--- config.mk ---
export PLATFORM = sky130hd
export DESIGN_NAME = bit_matrix_transposer
export DESIGN_NICKNAME = d
export VERILOG_FILES = /design/src/rtl/bit_matrix_transposer.sv
export SDC_FILE = /design/constraint.sdc
export NUM_CORES = 1
export LEC_CHECK = 0
export CORE_MARGIN = 4
export CORE_UTILIZATION = 45
export CTS_BUF_LIST = sky130_fd_sc_hd__clkbuf_8
export DETAILED_ROUTE_END_ITERATION = 7
export HOLD_SLACK_MARGIN = 0.12
export PLACE_DENSITY = 0.74
export SLEW_MARGIN = 20
export SYNTH_ARGS = -nofsm -noshare
export SYNTH_HDL_FRONTEND = slang
export SYNTH_SLANG_ARGS = --single-unit
--- constraint.sdc ---
create_clock -name clk -period 12.6 [get_ports clk]
set_input_delay 3.15 -clock clk [delete_from_list [all_inputs] [get_ports clk]]
set_output_delay 3.15 -clock clk [all_outputs]
set_load 0.005 [all_outputs]
--- src/rtl/bit_matrix_transposer.sv ---
// Double-buffered N x N bit-matrix transposer: row words in, column words out,
// with ready/valid on both sides, per-block mirror mode and a block-end marker.
module bit_matrix_transposer #(
  parameter int N = 16
) (
  input  logic         clk,
  input  logic         reset,
  input  logic [N-1:0] in_data,
  input  logic         in_valid,
  output logic         in_ready,
  input  logic         in_mirror,
  output logic [N-1:0] out_data,
  output logic         out_valid,
  input  logic         out_ready,
  output logic         out_last
);

  localparam int            CW   = $clog2(N);
  localparam logic [CW-1:0] LAST = CW'(N - 1);

  logic [CW-1:0] in_cnt_q, in_cnt_d;
  logic [CW-1:0] out_cnt_q, out_cnt_d;
  logic          fill_full_q, fill_full_d;
  logic          out_valid_q, out_valid_d;
  logic          fill_mirror_q, fill_mirror_d;
  logic          drain_mirror_q, drain_mirror_d;

  logic [N-1:0]  fill_q  [N];
  logic [N-1:0]  drain_q [N];

  logic          accept, complete, out_fire, drain_free, transfer;
  logic [CW-1:0] col;

  assign accept     = in_valid && !fill_full_q;
  assign complete   = accept && (in_cnt_q == LAST);
  assign out_fire   = out_valid_q && out_ready;
  // The drain is reusable on the very edge its last word leaves, so blocks chain with no bubble.
  assign drain_free = !out_valid_q || (out_fire && (out_cnt_q == LAST));
  assign transfer   = (complete || fill_full_q) && drain_free;

  always_comb begin
    // NOTE: every combinationally assigned signal gets a default first so no latch is inferred.
    in_cnt_d       = in_cnt_q;
    out_cnt_d      = out_cnt_q;
    fill_full_d    = fill_full_q;
    out_valid_d    = out_valid_q;
    fill_mirror_d  = fill_mirror_q;
    drain_mirror_d = drain_mirror_q;

    if (accept) begin
      in_cnt_d = complete ? '0 : in_cnt_q + CW'(1);
      if (in_cnt_q == '0) fill_mirror_d = in_mirror;
    end

    if (out_fire) begin
      if (out_cnt_q == LAST) begin
        out_cnt_d   = '0;
        out_valid_d = 1'b0;
      end else begin
        out_cnt_d = out_cnt_q + CW'(1);
      end
    end

    if (transfer) begin
      fill_full_d    = 1'b0;
      out_valid_d    = 1'b1;
      out_cnt_d      = '0;
      drain_mirror_d = fill_mirror_q;
    end else if (complete) begin
      fill_full_d = 1'b1;
    end
  end

  always_ff @(posedge clk or posedge reset) begin
    // NOTE: state registers use non-blocking assignments so every flop samples pre-edge values.
    if (reset) begin
      in_cnt_q       <= '0;
      out_cnt_q      <= '0;
      fill_full_q    <= 1'b0;
      out_valid_q    <= 1'b0;
      fill_mirror_q  <= 1'b0;
      drain_mirror_q <= 1'b0;
    end else begin
      in_cnt_q       <= in_cnt_d;
      out_cnt_q      <= out_cnt_d;
      fill_full_q    <= fill_full_d;
      out_valid_q    <= out_valid_d;
      fill_mirror_q  <= fill_mirror_d;
      drain_mirror_q <= drain_mirror_d;
    end
  end

  // NOTE: the matrix storage is deliberately left without reset; validity is tracked by the control flops.
  always_ff @(posedge clk) begin
    if (accept) fill_q[in_cnt_q] <= in_data;
    if (transfer) begin
      for (int k = 0; k < N; k++) drain_q[k] <= fill_q[k];
      // The completing word is still on the input this edge, not yet in the fill buffer.
      if (complete) drain_q[N-1] <= in_data;
    end
  end

  assign col = drain_mirror_q ? (LAST - out_cnt_q) : out_cnt_q;

  always_comb begin
    out_data = '0;
    for (int k = 0; k < N; k++) out_data[k] = drain_q[k][col];
  end

  assign in_ready  = !fill_full_q;
  assign out_valid = out_valid_q;
  assign out_last  = out_valid_q && (out_cnt_q == LAST);

endmodule

# Word-level counts from Yosys, hierarchy flattened
# Memories as Yosys holds them, arrays and structs flattened.
# Index checks and enable logic that the tools add are counted.
# word_totals
memories	2
ram_bits	512
word_cells	81
inputBits	21
out_inout_bits	19
register_bits	12
# op_classes
bitwise	1
addsub	3
order_cmp	1
eq_ne	2
mux	50
n_reduce_logical	16
# memory_table
name	depth	width	rd	rd_clocked_by_memory_dff	wr	line_no	source
drain_q	16	16	16	0	16	29	logic [N-1:0] drain_q [N];
fill_q	16	16	16	0	1	28	logic [N-1:0] fill_q [N];
# ops
cell	count
$bmux W1 S4	16
$mux W1	28
$mux W4	5
$mux W16	1
$add A4 B1 Y4 const B	2
$eq A4 B4 Y1 const B	2
$logic_and A1 B1 Y1	6
$reduce_bool A2 Y1	3
$lt A4 B5 Y1 const B	1
$logic_not A4 Y1	1
$reduce_and A2 Y1	2
$sub A4 B4 Y4 const A	1
$logic_not A1 Y1	2
$logic_or A1 B1 Y1	2
$or A1 B1 Y1	1

# Depth between registers and ports, before layout
# Gate-level depths: netlist of the first run.
# logic_depth
word_depth	8
mapped_depth	9
depth_no_buf	6

# Worst setup path after synthesis of the first run
# No wires, ideal clock.
# synth_path
path_kind	input to register
startpoint	input out_ready
endpoint	register drain_mirror_q
setup_slack_ns	-2.395
arrival_time_ns	14.877
setup_time_ns	0.118
n_path_buf	0
cell_stages	4
cell_sequence	nand4_1 > and2_1 > nor2_1 > mux2_2
# synth_via
elab_chain_len	4
# synth_lines
element	line_no	source
start: declaration	14	input logic out_ready,
$logic_and A1 B1 Y1	36	assign out_fire = out_valid_q && out_ready;
$logic_and A1 B1 Y1	38	assign drain_free = !out_valid_q || (out_fire && (out_cnt_q == LAST));
$logic_or A1 B1 Y1	38	
$logic_and A1 B1 Y1	39	assign transfer = (complete || fill_full_q) && drain_free;
end signal: assignment	89	drain_mirror_q <= drain_mirror_d;
end: declaration	26	logic drain_mirror_q, drain_mirror_d;
# Every way passes these cells.
# A chain may end at the register's enable or synchronous reset.

# Final worst setup path of the first run
# layout_path
startpoint	register out_cnt_q[1]
endpoint	output out_data[15]
# layout_via
elab_chain_len	4
# layout_lines
element	line_no	source
start: declaration	22	logic [CW-1:0] out_cnt_q, out_cnt_d;
start signal: assignment	85	out_cnt_q <= out_cnt_d;
$sub A4 B4 Y4	103	assign col = drain_mirror_q ? (LAST - out_cnt_q) : out_cnt_q;
$mux W4 (*)	103	
$bmux W1 S4 (*)	107	for (int k = 0; k < N; k++) out_data[k] = drain_q[k][col];
$mux W1 (implied by the code) (*)	107	
end: declaration	12	output logic [N-1:0] out_data,
# Every way passes the cells marked *; elsewhere a longest branch is shown, timed or not. The select of a mux whose other input is x is not followed.

==> qor.csv, run 1 <==
metric,value,unit
status,finished clean,
worst-path-max-fanout,32,
cts_root_buffer,clkbuf_8,
drv_cap,0,
fin_setup_tns,0,ns
clock_path_buffers,3,
fin_cells,1884,
synth_largest_area_cell,edfxtp_1,
die_w,218,um
place_area,0.0209,mm2
cpMaxStageDelayCell,dfrtp_1,
endpoint,out_data[15],
drc,0,
critical_path_class,reg2out,
drt_iter0_markers,1446,
antennaDiodeCount,0,
routedWlPerCell,24.1,um
fill_cells,3353,
worst_pin_slew,1.12,ns
antenna_found_initial,0,
cp_common_cell,o21ai_0,
rows,76,
routabilityCongestion,0.801,
dp_hpwl,25600,um
r2r-end,drain_q[1][48]$_DFFE_PN_,
design_area,0.0222,mm2
layout_commonest_cell,edfxtp_1,
synthToLayoutAreaGrowth,12.5,%
synth_cell_type_count,51,
slew_violations,0,
clk_pin_slew,0.06,ns
core_area,0.0433,mm2
async_flop_share,2.29,%
rsz0062_at_grt,no,
ys.flop_type,edfxtp_1,
synth_edf_count,512,
ir_drop,157,uV
start_util,45.7,%
dieArea,0.0474,mm2
finClkSkew,0.0351,ns
max_freq,135,MHz
period_minus_slack,7.38,ns
final_hold_viol_count,0,
hp-start,fill_q[7][13]$_DFFE_PP_,
grt_max_degree,92,
setup_viol,0,
p_leak,7.17,nW
fin_nets,1276,
final_cell_mix,"512 x edfxtp_1, 111 x a21oi_1, 82 x clkbuf_8",
cts_max_level,3,
path_cells,and2b_1 > buf_4 > a21oi_1 > o22ai_1 > o21ai_0 > o21ai_0 > clkdlybuf4s50_1,
slowest_delay,0.96,ns
cp-startpoint,out_cnt_q[1]$_DFFE_PP0P_,
ys_seq_area_share,79.3,%
routed_wl,45400,um
grtUsageTotal,18.9,%
syn_avg_cell_area,16.9,um2
regToRegSetupSlack,8.41,ns
cts.sink_count,524,
holdBufCountCts,0,
post-cts-setup-buffers,0,
synth_top_cell_area_share,77.7,%
hold_class,reg2reg,
cp.required,9.45,ns
avgViaCountPerCell,5.94,
die_y,218,um
clock_latency,0.62,ns
cts_made_buffers,80,
io_pins,40,
r2r_start,out_cnt_q[0]$_DFFE_PP0P_,
crit_path_end_kind,output port,
cts.repair.resized,0,
gr-total-overflow,0,
synth_nets,1194,
postSynthCellCount,1168,
arrival,4.23,ns
yosys-top-cells-area,"edfxtp_1 78%, a21oi_1 2.8%, a221oi_1 2.4%",
ys.warnings.count,0,
synth_seq_cells,524,
syn_area,0.0198,mm2
grt_pass1_wl,67500,um
cp-start-kind,flop,
dp.cells,1753,
vias,11194,
r2r_cells,7,
postRouteAntennaNets,0,
portBuffers,39,
drive_gt1_share,13.8,%
grt_pass1_vias,11231,
p_per_area,224,mW/mm2
cts_tree,yes,
dr.pass1.iters,6,
maxSlewHeadroom,25.2,%
finalCritPeriodShare,58.6,%
## routing by layer
layer	track usage [%]	wire, um	vias to the layer above
met4	7.42	1340	0
met3	3.97	4520	110
met5	0	0	-
li1	-	-	4864
met2	30.8	22200	698
met1	25.2	17300	5522
## sequential cells by signal (all words and copies together) (netlist names)
name and count:
drain_mirror_q 1, drain_q 256, fill_mirror_q 1, fill_q 256, out_cnt_q 4, fill_full_q 1, out_valid 1, in_cnt_q 4
## layout make-up
| cell class | instances | area (um2) | share of cell area (%) |
|---|---|---|---|
| Sequential cell | 524 | 15700 | 70.5 |
| Multi-Input combinational cell | 560 | 3750 | 16.9 |
| Clock buffer | 82 | 1130 | 5.07 |
| Inverter | 7 | 26.3 | 0.118 |
| Timing Repair Buffer | 77 | 679 | 3.06 |
| Tap cell | 585 | 732 | 3.29 |
| Clock inverter | 49 | 246 | 1.11 |
## worst max-delay path: cells and delay by family, from the launching register on
kind / cells / cell delay [ns]
and+or+nand+nor: 1 / 0.70
buffers and inverters: 2 / 1.14
AOI/OAI and AO/OA: 4 / 0.81
DFF: 1 / 0.96
## report_power, final
part	switching, mW	leakage, nW	internal, mW
Combinational	1.04	1.61	0.591
Clock	0.613	0.789	0.623
Sequential	0.0797	4.77	2.04
## synth_stat cells, types with 2 or more instances
cell type / instances
o2bb2ai_1: 3
dfrtp_1: 12
nor2b_1: 10
clkbuf_1: 23
buf_4: 6
mux2i_1: 26
and2_1: 2
a32oi_1: 13
o21ai_1: 12
nand4_1: 3
mux2_1: 3
mux4_2: 3
o221ai_1: 4
edfxtp_1: 512
a21oi_1: 111
mux2_2: 16
buf_1: 5
nand3_1: 15
o22ai_1: 54
nor2_1: 56
nand2_1: 67
a22oi_1: 49
buf_2: 38
a221oi_1: 55
or2_2: 2
ha_1: 5
a22o_1: 4
buf_6: 5
nor3_1: 4
nand2b_1: 4
a31oi_1: 3
o21ai_0: 15
inv_1: 6
mux4_1: 3
xnor2_1: 2
a211oi_1: 2
## worst min-delay path by stage
stage | to | slack (ns) | depth (start not counted)
final | drain_q[0][125]$_DFFE_PN_ | 0.39 | 0
after global routing | drain_q[0][125]$_DFFE_PN_ | 0.41 | 0
after CTS | drain_q[0][125]$_DFFE_PN_ | 0.38 | 0
after detailed placement | drain_q[0][108]$_DFFE_PN_ | 0.40 | 0
after global placement | drain_q[1][57]$_DFFE_PN_ | 0.40 | 0
after floorplan | drain_q[0][0]$_DFFE_PN_ | 0.40 | 0
## per-stage QoR
step / setup slack (ns) / power (mW) / util [%] / hold slack, ns
global route: 4.97 / 5.22 / 51.4 / 0.407
finish: 5.22 / 4.99 / 51.4 / 0.392
global placement: 5.64 / 3.73 / 48.2 / 0.400
CTS: 4.86 / 5.01 / 51.4 / 0.383
detailed placement: 5.56 / 3.78 / 48.2 / 0.405
floorplan: 1.98 / 3.14 / - / 0.400
## cells by family after synthesis
| family | after synthesis | share of synthesized area [%] |
|---|---|---|
| xor gates and xnor gates | 5 | 0.449 |
| adders and majority gates | 5 | 0.316 |
| DFF | 524 | 79.3 |
| and+or+nand+nor | 169 | 3.74 |
| muxes | 51 | 3.14 |
| buffers and inverters | 84 | 2.14 |
| AOI/OAI and AO/OA | 330 | 11.0 |
No activity file was read; power rests on OpenSTA's default activity.
==> run 2: changes to the inputs <==
--- a/config.mk
+++ b/config.mk
@@ -10,7 +10,7 @@
 export CTS_BUF_LIST = sky130_fd_sc_hd__clkbuf_8
 export DETAILED_ROUTE_END_ITERATION = 7
 export HOLD_SLACK_MARGIN = 0.12
-export PLACE_DENSITY = 0.74
+export PLACE_DENSITY = 0.72
 export SLEW_MARGIN = 20
 export SYNTH_ARGS = -nofsm -noshare
 export SYNTH_HDL_FRONTEND = slang
==> constraint.sdc (replaced) <==
create_clock -name clk -period 7.5 [get_ports clk]
set_input_delay 1.875 -clock clk [delete_from_list [all_inputs] [get_ports clk]]
set_output_delay 1.875 -clock clk [all_outputs]
set_load 0.005 [all_outputs]
==> qor.csv, run 2 (same netlist as run 1, synthesis figures left out) <==
metric,value,unit,change
cp_top_family,compound AO/OA/AOI/OAI gates,,was buffers and inverters
wl_met2,22400,um,was 22200 um
period_minus_slack,5.99,ns,
core_area,0.0433,mm2,unchanged
slew_violations,0,,unchanged
multi_input_area,0.00376,mm2,was 0.00375 mm2
clk_pin_slew,0.06,ns,about the same
cts.sink_count,524,,unchanged
avgViaCountPerCell,5.99,,was 5.94
final_cell_mix,"512 x edfxtp_1, 111 x a21oi_1, 82 x clkbuf_8",,unchanged
cp.required,5.62,ns,was 9.45 ns
synthToLayoutAreaGrowth,12.7,%,was 12.5%
p_per_area,377,mW/mm2,was 224 mW/mm2
grtUsageTotal,19.5,%,was 18.9%
max_freq,167,MHz,
path_cells,or2_2 > o2bb2ai_2 > a32oi_1 > o21ai_0 > o21ai_0 > clkdlybuf4s50_1,,was and2b_1 > buf_4 > a21oi_1 > o22ai_1 > o21ai_0 > o21ai_0 > clkdlybuf4s50_1
maxSlewHeadroom,21.7,%,was 25.2%
antennaDiodeCount,0,,unchanged
worst_pin_slew,1.17,ns,was 1.12 ns
reg.largest.list,"drain_q: 256 flops, fill_q: 256 flops",,unchanged
slowest_delay,0.84,ns,was 0.96 ns
drt_iter0_markers,1565,,was 1446
cp_num_cells,6,,was 7
routedWlPerCell,24.7,um,was 24.1 um
post-cts-setup-buffers,0,,unchanged
io_pins,40,,unchanged
dieArea,0.0474,mm2,unchanged
portBuffers,39,,unchanged
crit_path_end_kind,output port,,unchanged
fill_cells,3403,,was 3353
rows,76,,unchanged
cp-start-kind,flop,,unchanged
r2r-end,drain_q[0][32]$_DFFE_PN_,,was drain_q[1][48]$_DFFE_PN_
gr-total-overflow,0,,unchanged
start_util,45.7,%,unchanged
cts_tree,yes,,unchanged
postRouteAntennaNets,0,,unchanged
holdBufCountCts,0,,unchanged
setup_viol,0,,unchanged
grt_pass1_vias,11412,,was 11.2k
grt_pass1_wl,69700,um,was 67500 um
rsz0062_at_grt,no,,unchanged
vias,11317,,was 11.2k
r2r_start,out_cnt_q[1]$_DFFE_PP0P_,,was out_cnt_q[0]$_DFFE_PP0P_
design_area,0.0223,mm2,was 0.0222 mm2
wl_met3,5030,um,was 4520 um
place_area,0.0209,mm2,about the same
clock_latency,0.60,ns,was 0.62 ns
cts.repair.resized,0,,unchanged
die_w,218,um,unchanged
cpMaxStageDelayCell,dfrtp_1,,unchanged
cts_made_buffers,80,,unchanged
critical_path_class,reg2out,,unchanged
fin_nets,1278,,was 1276
die_y,218,um,unchanged
arrival,4.12,ns,was 4.23 ns
fin_setup_tns,0,ns,unchanged
antenna_found_initial,0,,unchanged
dp_hpwl,26300,um,was 25600 um
ir_drop,303,uV,was 157 uV
finClkSkew,0.0315,ns,was 0.0351 ns
grt_max_degree,75,,was 92
top_layer,met4,,unchanged
routabilityCongestion,0.767,,was 0.801
hold_class,reg2reg,,unchanged
drive_gt1_share,13.9,%,was 13.8%
layout_commonest_cell,edfxtp_1,,unchanged
cts_max_level,3,,unchanged
drc,0,,unchanged
worst-path-max-fanout,20,,was 32
endpoint,out_data[15],,unchanged
cts_root_buffer,clkbuf_8,,unchanged
routed_wl,46600,um,was 45400 um
cp-startpoint,drain_mirror_q$_DFFE_PP0N_,,was out_cnt_q[1]$_DFFE_PP0P_
regToRegSetupSlack,3.97,ns,was 8.41 ns
path_buf_inv,1,,was 2
wl_met1,17700,um,was 17300 um
final_hold_viol_count,0,,unchanged
finalCritPeriodShare,79.9,%,
ff_latch_area,0.0157,mm2,unchanged
clock_path_buffers,3,,unchanged
r2r_cells,5,,was 7
drv_cap,0,,unchanged
p_leak,7.19,nW,was 7.17 nW
dr.pass1.iters,5,,was 6
cp_common_cell,o21ai_0,,unchanged
status,finished clean,,unchanged
-- run 2: power breakdown --
group	switching, mW	internal (mW)
registers	0.148	3.43
logic	1.76	0.996
clock network	1.03	1.04
-- run 2: worst register-to-register path, delay by kind of cell, from the launching register on --
family / cells / cell delay (ns)
buffers and inverters: 1 / 0.64
and+or+nand+nor: 3 / 1.23
DFF: 1 / 0.92
adders and majority gates: 1 / 0.34
-- run 2: per-stage QoR --
step / utilization (%) / hold slack, ns / instances / power, mW / worst slack, ns
floorplan: - / 0.400 / 1168 / 5.27 / 1.09
global placement: 48.3 / 0.400 / 1755 / 6.27 / 1.94
detailed placement: 48.3 / 0.405 / 1755 / 6.36 / 1.87
CTS: 51.5 / 0.391 / 1889 / 8.42 / 1.22
global route: 51.5 / 0.402 / 1889 / 8.77 / 1.33
finish: 51.5 / 0.394 / 1889 / 8.40 / 1.51
-- run 2: how the worst min path moves through the flow --
stage,startpoint,to,slack (ns),cells after the start
after floorplan,fill_q[0][0]$_DFFE_PP_,drain_q[0][0]$_DFFE_PN_,0.40,0
after global placement,fill_q[3][9]$_DFFE_PP_,drain_q[0][57]$_DFFE_PN_,0.40,0
after detailed placement,fill_q[0][0]$_DFFE_PP_,drain_q[0][0]$_DFFE_PN_,0.40,0
after CTS,fill_q[7][1]$_DFFE_PP_,drain_q[0][113]$_DFFE_PN_,0.39,0
after global routing,fill_q[7][2]$_DFFE_PP_,drain_q[0][114]$_DFFE_PN_,0.40,0
final,fill_q[7][1]$_DFFE_PP_,drain_q[0][113]$_DFFE_PN_,0.39,0
-- run 2: final cells by class --
cell class                      count  area share, %
Clock buffer                       82           5.06
Clock inverter                     52           1.10
Inverter                            7          0.118
Multi-Input combinational cell    560           16.9
Sequential cell                   524           70.3
Tap cell                          585           3.28
Timing Repair Buffer               79           3.21
-- run 2: per-layer routing --
| metal | vias up | GRT usage, % |
|---|---|---|
| li1 | 4874 | - |
| met1 | 5602 | 26.3 |
| met2 | 714 | 31.7 |
| met3 | 127 | 3.85 |
| met4 | 0 | 7.63 |
| met5 | - | 0 |
